[config.mk]
export PLATFORM = sky130hd
export DESIGN_NAME = ps2_key_tracker
export DESIGN_NICKNAME = d
export VERILOG_FILES = /design/src/rtl/ps2_key_tracker.sv
export SDC_FILE = /design/constraint.sdc
export NUM_CORES = 1
export LEC_CHECK = 0
export ABC_AREA = 1
export BUFFER_PORTS_ARGS = -buffer_cell sky130_fd_sc_hd__buf_2
export CAP_MARGIN = 10
export CORE_MARGIN = 2
export CORE_UTILIZATION = 62
export DETAILED_ROUTE_END_ITERATION = 8
export PLACE_DENSITY = 0.82
export SLEW_MARGIN = 20
export SYNTH_ARGS = -nofsm -noshare
export SYNTH_HDL_FRONTEND = slang
export SYNTH_SLANG_ARGS = --single-unit
[constraint.sdc]
create_clock -name clk -period 3 [get_ports clk]
set_clock_uncertainty 0.15 [all_clocks]
set_input_delay 0.75 -clock clk [delete_from_list [all_inputs] [get_ports clk]]
set_output_delay 0.75 -clock clk [all_outputs]
set_load 0.01 [all_outputs]
[src/rtl/ps2_key_tracker.sv]
// ps2_key_tracker
// PS/2 Set-2 scan-code decoder that tracks held/released state for a
// configurable set of keys. It understands the E0 extended prefix and the
// F0 break prefix, discards a prefix that waits too long for its next byte,
// and ignores controller response/error bytes.
//
// Ports:
//   clk          system clock
//   reset        asynchronous, active-high reset
//   code_valid   one-cycle strobe, code_data valid this cycle
//   code_data    received scan-code byte
//   key_down     registered held state per key
//   key_press    one-cycle pulse on a 0->1 transition of key_down[i]
//   key_release  one-cycle pulse on a 1->0 transition of key_down[i]
//   any_key_down OR of key_down, registered alongside key_down
//   unknown_code one-cycle pulse for a make/break byte matching no key
module ps2_key_tracker #(
  parameter int NUM_KEYS = 4,
  // Packed NUM_KEYS*8 scan codes; key i occupies bits [8i+7:8i].
  parameter KEY_CODES = {8'h1E, 8'h16, 8'h5A, 8'h29},
  // Bit i set: key i matches only E0-prefixed; clear: only unprefixed.
  parameter logic [NUM_KEYS-1:0] KEY_EXT = '0,
  parameter int PREFIX_TIMEOUT = 1_000_000
) (
  input  logic                clk,
  input  logic                reset,
  input  logic                code_valid,
  input  logic [7:0]          code_data,
  output logic [NUM_KEYS-1:0] key_down,
  output logic [NUM_KEYS-1:0] key_press,
  output logic [NUM_KEYS-1:0] key_release,
  output logic                any_key_down,
  output logic                unknown_code
);

  // Elaboration-time parameter sanity checks.
  generate
    if (NUM_KEYS < 1 || NUM_KEYS > 32) begin : g_bad_num_keys
      $error("ps2_key_tracker: NUM_KEYS must be in 1..32");
    end
    if ($bits(KEY_CODES) != 8 * NUM_KEYS) begin : g_bad_key_codes
      $error("ps2_key_tracker: KEY_CODES must be 8*NUM_KEYS bits wide");
    end
    if (PREFIX_TIMEOUT < 2) begin : g_bad_timeout
      $error("ps2_key_tracker: PREFIX_TIMEOUT must be >= 2");
    end
  endgenerate

  localparam int TW = $clog2(PREFIX_TIMEOUT);
  localparam logic [TW-1:0] TIMER_LAST = TW'(PREFIX_TIMEOUT - 1);

  typedef enum logic [1:0] {
    IDLE     = 2'd0,
    GOT_E0   = 2'd1,
    GOT_F0   = 2'd2,
    GOT_E0F0 = 2'd3
  } state_t;

  state_t        state_reg, state_next;
  logic [TW-1:0] timer_reg, timer_next;

  logic [NUM_KEYS-1:0] key_down_reg, key_down_next;
  logic [NUM_KEYS-1:0] key_press_reg, key_press_next;
  logic [NUM_KEYS-1:0] key_release_reg, key_release_next;
  logic                any_key_down_reg, any_key_down_next;
  logic                unknown_code_reg, unknown_code_next;

  // Byte classification.
  logic is_e0, is_f0, is_resp, key_byte;
  logic ext, brk, timeout;
  logic [NUM_KEYS-1:0] match;

  assign is_e0 = (code_data == 8'hE0);
  assign is_f0 = (code_data == 8'hF0);

  always_comb begin
    is_resp = 1'b0;
    case (code_data)
      8'hAA, 8'hFA, 8'hFE, 8'hEE, 8'h00, 8'hFF: is_resp = 1'b1;
      default: is_resp = 1'b0;
    endcase
  end

  assign key_byte = code_valid && !is_e0 && !is_f0 && !is_resp;
  assign ext      = (state_reg == GOT_E0) || (state_reg == GOT_E0F0);
  assign brk      = (state_reg == GOT_F0) || (state_reg == GOT_E0F0);
  // A byte arriving on the timeout cycle takes priority over the timeout.
  assign timeout  = (state_reg != IDLE) && !code_valid && (timer_reg == TIMER_LAST);

  generate
    for (genvar gi = 0; gi < NUM_KEYS; gi++) begin : g_match
      assign match[gi] = (KEY_CODES[8*gi +: 8] == code_data) && (KEY_EXT[gi] == ext);
    end
  endgenerate

  // State register and prefix timer.
  always_ff @(posedge clk or posedge reset) begin
    if (reset) begin
      state_reg <= IDLE;
      timer_reg <= '0;
    end else begin
      state_reg <= state_next;
      timer_reg <= timer_next;
    end
  end

  // Next-state logic.
  always_comb begin
    state_next = state_reg;
    timer_next = timer_reg;
    if (code_valid) begin
      timer_next = '0;
      if (is_e0) begin
        state_next = GOT_E0;
      end else if (is_f0) begin
        case (state_reg)
          IDLE:    state_next = GOT_F0;
          GOT_E0:  state_next = GOT_E0F0;
          default: state_next = state_reg; // redundant F0 keeps the prefix
        endcase
      end else begin
        state_next = IDLE;
      end
    end else if (state_reg == IDLE || timeout) begin
      state_next = IDLE;
      timer_next = '0;
    end else begin
      timer_next = timer_reg + TW'(1);
    end
  end

  // Output next-value logic; pulses come from comparing old and new held state.
  always_comb begin
    key_down_next = key_down_reg;
    for (int i = 0; i < NUM_KEYS; i++) begin
      if (key_byte && match[i]) begin
        key_down_next[i] = !brk;
      end
    end
    key_press_next    = key_down_next & ~key_down_reg;
    key_release_next  = key_down_reg & ~key_down_next;
    any_key_down_next = |key_down_next;
    unknown_code_next = key_byte && (match == '0);
  end

  // Output registers.
  always_ff @(posedge clk or posedge reset) begin
    if (reset) begin
      key_down_reg     <= '0;
      key_press_reg    <= '0;
      key_release_reg  <= '0;
      any_key_down_reg <= 1'b0;
      unknown_code_reg <= 1'b0;
    end else begin
      key_down_reg     <= key_down_next;
      key_press_reg    <= key_press_next;
      key_release_reg  <= key_release_next;
      any_key_down_reg <= any_key_down_next;
      unknown_code_reg <= unknown_code_next;
    end
  end

  assign key_down     = key_down_reg;
  assign key_press    = key_press_reg;
  assign key_release  = key_release_reg;
  assign any_key_down = any_key_down_reg;
  assign unknown_code = unknown_code_reg;

endmodule

==> results of run 1 <==
## area by class of cell
type                       count  share of cell area (%)
timing repair buffer          25                    5.64
sequential                    36                    39.8
clock inverter                 3                    1.88
multi-input combinational    186                    41.5
clock buffer                   5                    1.66
tap                           44                    2.43
inverter                      43                    7.13
## cell usage in the layout, fill, tap and decap left out, drive strengths merged, types with 2 or more instances in the layout
cell    count
nor2       58
and3        2
nor3b       2
a21oi       4
a211oi      3
nor4        2
nand2      69
clkbuf      5
dfrtp      36
nand3      14
nand4       9
nor3       10
buf        25
inv        43
o21ai       4
xor2        4
## routing by layer
layer	up-vias	wire, um	track usage [%]
li1	896	-	-
met1	776	1730	30.1
met5	-	0	0
met3	6	199	5.46
met4	0	44	14.3
met2	38	1920	39.2
## how the worst max path moves through the flow
stage | from | to | slack (ns) | depth (start not counted)
2_1_floorplan | code_data[2] | any_key_down | 1.16 | 10
5_1_grt | timer_reg[0] | timer_reg[10] | 0.81 | 9
6_report | timer_reg[0] | timer_reg[10] | 1.02 | 9
4_1_cts | timer_reg[0] | timer_reg[10] | 1.0 | 9
3_5_place_dp | code_data[2] | any_key_down | 0.90 | 11
3_3_place_gp | code_data[2] | any_key_down | 0.95 | 11
## worst max-delay path, stage by stage, from the launching register on
cell	delay [ns]
dfrtp_1	0.39
ha_1	0.17
nand2_1	0.08
nor2_2	0.18
inv_2	0.05
nor2_2	0.13
nand3_1	0.11
nand3_2	0.33
inv_2	0.11
and3_1	0.17
## metrics by stage
step | util [%] | total power [mW]
after floorplan | - | 0.572
after global placement | 71.0 | 0.609
after detailed placement | 71.0 | 0.613
after CTS | 73.6 | 0.959
after global routing | 73.6 | 0.990
final | 73.6 | 0.946
## logic make-up (layout without fill, tap and decap cells)
family | after synthesis | count (layout)
AO/OA/AOI/OAI | 12 | 12
XOR/XNOR | 5 | 5
adder cells (fa/ha/maj) | 1 | 1
buffers and inverters | 45 | 76
flip-flops | 36 | 36
AND/OR/NAND/NOR | 168 | 168
## power by group through the flow
stage,Combinational (mW),Sequential (mW),Clock (mW)
CTS,0.0951,0.508,0.356
detailed placement,0.0951,0.518,0
floorplan,0.0467,0.525,0
finish,0.0931,0.508,0.344
global route,0.107,0.510,0.373
global placement,0.0919,0.517,0
==> results.sh, run 1 <==
export IMPL_status="finished clean"
export IMPL_setup_slack_ns=1.02
export IMPL_end_kind="register"
export IMPL_dp_hpwl_mm=2.94
export IMPL_ys_types=29
export IMPL_first_pass_iters=4
export IMPL_synth_seq_area_share_pct=44.6
export IMPL_required_ns=3.10
export IMPL_r2r_start="timer_reg[0]"
export IMPL_final_setup_tns_ns=0
export IMPL_reg2reg_depth=9
export IMPL_die_h_um=61.1
export IMPL_setup_violations=0
export IMPL_synth_compound_area_share_pct=3.53
export IMPL_wirelength_mm=3.89
export IMPL_p_switching_mw=0.240
export IMPL_ios=25
export IMPL_placed_cells=334
export IMPL_yosys_area_top_type="dfrtp_1"
export IMPL_track_usage_pct=24.4
export IMPL_gp_congestion=0.891
export IMPL_slew_viol_final=0
export IMPL_area_growth_pct=12.2
export IMPL_clock_latency_ns=0.35
export IMPL_postCtsResizedCells=0
export IMPL_startpoint_type="register"
export IMPL_numPortBuffers=24
export IMPL_overflow=0
export IMPL_vias=1716
export IMPL_final_area_um2=2260
export IMPL_post_route_drc_count=0
export IMPL_peakVddDrop_v=0.000296
export IMPL_max_freq_mhz=505
export IMPL_holdBufCountCts=0
export IMPL_largest_reg_flops=20
export IMPL_worstSetupPathType="reg2reg"
export IMPL_grt_max_degree=37
export IMPL_p_clk_share_pct=36.4
export IMPL_final_layout_size_suffix_gt1_share_pct=22.5
export IMPL_synthMuxAreaShare_pct=0
export IMPL_post_cts_repair_setup_buffers=0
export IMPL_final_cell_count_no_fill=342
export IMPL_synth_adder_area_share_pct=0.620
export IMPL_yosys_warnings=0
export IMPL_cts_htree_levels=2
export IMPL_grt_pass1_vias=1501
export IMPL_syn_inst=267
export IMPL_synthSimpleGateAreaFrac_pct=40.2
export IMPL_path_max_fanout=20
export IMPL_synthXorXnorAreaFrac_pct=2.17
export IMPL_r2r_slack_ns=1.02
export IMPL_hold_path_class="in2async"
export IMPL_syn_area_per_cell_um2=7.56
export IMPL_worst_pin_slew_ns=0.556
export IMPL_multi_input_area_um2=940
export IMPL_period_share_pct=66.1
export IMPL_r2r_end="timer_reg[10]"
export IMPL_viasPerCell=5.02
export IMPL_p_sw_share_pct=25.3
export IMPL_grt_antenna_before_repair=0
export IMPL_power_leakage_nw=1.15
export IMPL_regArea_um2=901
export IMPL_drt_initial_drc_count=98
export IMPL_cts_tree="yes"
export IMPL_finalHoldViolCount=0
export IMPL_grt_pass1_wl_mm=6.51
export IMPL_syn_num_nets=279
export IMPL_num_fill_cells=255
export IMPL_ys_ff_latch=36
export IMPL_seq_power_share_pct=53.8
export IMPL_yosys_top_cells_count="nand2_1, nor2_1, dfrtp_1, inv_1, nand3_1"
export IMPL_combPwrFrac_pct=9.8
export IMPL_rsz0062_at_grt="no"
export IMPL_synth_edf_count=0
export IMPL_ant_nets=0
export IMPL_wl_per_cell_um=11.4
export IMPL_initial_core_util_pct=65.6
export IMPL_cts_buffers=5
export IMPL_rows=20
export IMPL_final_nets=309
export IMPL_cts_root_buf="clkbuf_4"
export IMPL_synthTopCellsByArea="dfrtp_1, nand2_1, nor2_1"
export IMPL_p_int_mw=0.706
export IMPL_syn_area_um2=2020
export IMPL_max_slew_margin_pct=62.0
export IMPL_async_flop_share_pct=100
export IMPL_yosys_area_top_type_share_pct=44.6
export IMPL_clkTransAtPathRegs_ns=0.12
export IMPL_worst_hold_slack_ns=0.330
export IMPL_period_needed_ns=1.98
export IMPL_coreArea_um2=3080
export IMPL_drv_cap=0
export IMPL_antenna_cells=0
export IMPL_die_area_um2=3730
export IMPL_synth_ff_type="dfrtp_1"
export IMPL_post_dp_cell_area_um2=2180
export IMPL_cp_arrival_ns=2.08
export IMPL_pwr_density_cell_nw_per_um2=418
export IMPL_synth_top_family_by_area="simple AND/OR/NAND/NOR gates"
export IMPL_die_w_um=61.1
export IMPL_synth_most_common_cell="nand2_1"
export IMPL_cts_sinks=36
export IMPL_clock_path_buffers=2
export IMPL_place_ws_ns=0.899
Note: power is estimated with default switching activity, not from simulation.
==> inputs of run 2 (changes only) <==
--- a/config.mk
+++ b/config.mk
@@ -9,9 +9,9 @@
 export BUFFER_PORTS_ARGS = -buffer_cell sky130_fd_sc_hd__buf_2
 export CAP_MARGIN = 10
 export CORE_MARGIN = 2
-export CORE_UTILIZATION = 62
+export CORE_UTILIZATION = 52
 export DETAILED_ROUTE_END_ITERATION = 8
-export PLACE_DENSITY = 0.82
+export PLACE_DENSITY = 0.74
 export SLEW_MARGIN = 20
 export SYNTH_ARGS = -nofsm -noshare
 export SYNTH_HDL_FRONTEND = slang
==> constraint.sdc (replaced) <==
create_clock -name clk -period 1.79 [get_ports clk]
set_clock_uncertainty 0.15 [all_clocks]
set_input_delay 0.4475 -clock clk [delete_from_list [all_inputs] [get_ports clk]]
set_output_delay 0.4475 -clock clk [all_outputs]
set_load 0.01 [all_outputs]
==> run 2 against run 1 <==
Register-to-register slack got worse by 0.88 ns. Combinational power increased by 70%. Via count increased by 1.2%. Sequential share of layout area decreased by 2.2 points. Hold slack got worse by 0.25 ns. Non-clock buffer count increased by 4. Wire length increased by 2.4%. Sequential power increased by 68%. Count of clock-buffer cells in the layout unchanged.
==> results.sh, run 2 (synthesized netlist as in run 1, its figures left out) <==
export IMPL_path_max_fanout=6
export IMPL_grt_max_degree=37
export IMPL_post_route_drc_count=0
export IMPL_wirelength_mm=3.99
export IMPL_slew_viol_final=0
export IMPL_die_w_um=66.3
export IMPL_startpoint_type="register"
export IMPL_drv_cap=0
export IMPL_dp_hpwl_mm=3.05
export IMPL_finalHoldViolCount=0
export IMPL_wl_per_cell_um=11.4
export IMPL_layout_common_cells="nand2_1, nor2_1, inv_1, dfrtp_1, buf_2"
export IMPL_clock_path_buffers=2
export IMPL_rows=22
export IMPL_required_ns=1.83
export IMPL_setup_violations=0
export IMPL_first_pass_iters=7
export IMPL_largest_reg_flops=20
export IMPL_clkTransAtPathRegs_ns=0.08
export IMPL_r2r_slack_ns=0.14
export IMPL_max_slew_margin_pct=65.1
export IMPL_vias=1737
export IMPL_area_growth_pct=18.7
export IMPL_worstSetupPathType="reg2reg"
export IMPL_grt_pass1_vias=1633
export IMPL_worst_pin_slew_ns=0.510
export IMPL_cts_sinks=36
export IMPL_period_share_pct=92.5
export IMPL_final_layout_size_suffix_gt1_share_pct=25.8
export IMPL_power_leakage_nw=1.19
export IMPL_grt_antenna_before_repair=0
export IMPL_grt_pass1_wl_mm=7.01
export IMPL_cts_tree="yes"
export IMPL_antenna_cells=0
export IMPL_period_needed_ns=1.65
export IMPL_cts_buffers=5
export IMPL_final_setup_tns_ns=0
export IMPL_place_ws_ns=0.0165
export IMPL_final_nets=313
export IMPL_ios=25
export IMPL_max_freq_mhz=604
export IMPL_setup_slack_ns=0.135
export IMPL_track_usage_pct=21.3
export IMPL_pwr_density_cell_nw_per_um2=730
export IMPL_status="finished clean"
export IMPL_drt_initial_drc_count=104
export IMPL_hold_path_class="in2async"
export IMPL_die_h_um=66.3
export IMPL_peakVddDrop_v=0.000511
export IMPL_ant_nets=0
export IMPL_cts_htree_levels=2
export IMPL_initial_core_util_pct=54.7
export IMPL_cp_arrival_ns=1.70
export IMPL_coreArea_um2=3690
export IMPL_overflow=0
export IMPL_cts_root_buf="clkbuf_8"
export IMPL_mostFrequentLayoutCell="nand2_1"
export IMPL_die_area_um2=4400
export IMPL_numPortBuffers=24
export IMPL_viasPerCell=4.96
export IMPL_end_kind="register"
export IMPL_clock_latency_ns=0.29
export IMPL_gp_congestion=0.921
run 2: changes by cell type in the layout (fill, tap and decap cells not counted), sizes merged:
cell    before  now
buf         25   29
clkinv       1    0
inv         43   44
run 2: path summary, 6_finish.rpt:
kind | start | to | cells past startpoint
max in group asynchronous | reset | key_down[1] | 3
hold / removal | reset | key_release[0] | 3
hold reg to reg | state_reg[1] | state_reg[1] | 2
setup / recovery | timer_reg[0] | timer_reg[10] | 9
min in group clk | code_valid | state_reg[0] | 3
setup reg to reg | timer_reg[0] | timer_reg[10] | 9
run 2: layout make-up:
| class | instances | area, um2 |
|---|---|---|
| Clock buffer | 5 | 68.8 |
| Sequential cell | 36 | 901 |
| Inverter | 43 | 161 |
| Multi-Input combinational cell | 186 | 987 |
| Fill cell | 329 | 1290 |
| Clock inverter | 3 | 46.3 |
| Timing Repair Buffer | 29 | 170 |
| Tap cell | 48 | 60.1 |
run 2: stage by stage:
stage | cells | hold WS [ns] | total power, mW | area, um2 | util (%)
global route | 350 | 0.136 | 1.82 | 2390 | 64.9
detailed placement | 341 | 0.305 | 1.03 | 2220 | 60.3
CTS | 349 | 0.104 | 1.77 | 2340 | 63.6
floorplan | 267 | 0.283 | 0.958 | 2020 | -
finish | 350 | 0.0841 | 1.75 | 2390 | 64.9
global placement | 341 | 0.293 | 1.02 | 2220 | 60.3
run 2: timing repair:
item | in CTS | in global routing
setup buffers | 0 | 1
hold buffers | 0 | 0
cloned | 0 | 0
resized for setup | 1 | 9
setup endpoints to repair | 1 | 22
pin swaps | 0 | 1
run 2: layer usage:
| metal | up-vias | global-route usage (%) | share of wire [%] |
|---|---|---|---|
| met1 | 794 | 27.5 | 46 |
| met5 | - | 0 | 0 |
| met3 | 5 | 4.94 | 3.5 |
| met2 | 30 | 34.6 | 49 |
| li1 | 908 | - | - |
| met4 | 0 | 8.42 | 1.5 |
run 2: critical path: stages (launching register included):
cell and delay, ns:
dfrtp_1 0.38, ha_2 0.19, nand2_2 0.07, nor2_4 0.12, inv_2 0.04, nor2_2 0.13, nand3_2 0.11, nand3_4 0.13
inv_2 0.07, and3_1 0.14
run 2: power by group:
group | switching [mW] | internal (mW) | total (mW)
registers | 0.0117 | 0.839 | 0.851
logic | 0.104 | 0.0537 | 0.158
clock network | 0.319 | 0.419 | 0.739
total | 0.435 | 1.31 | 1.75
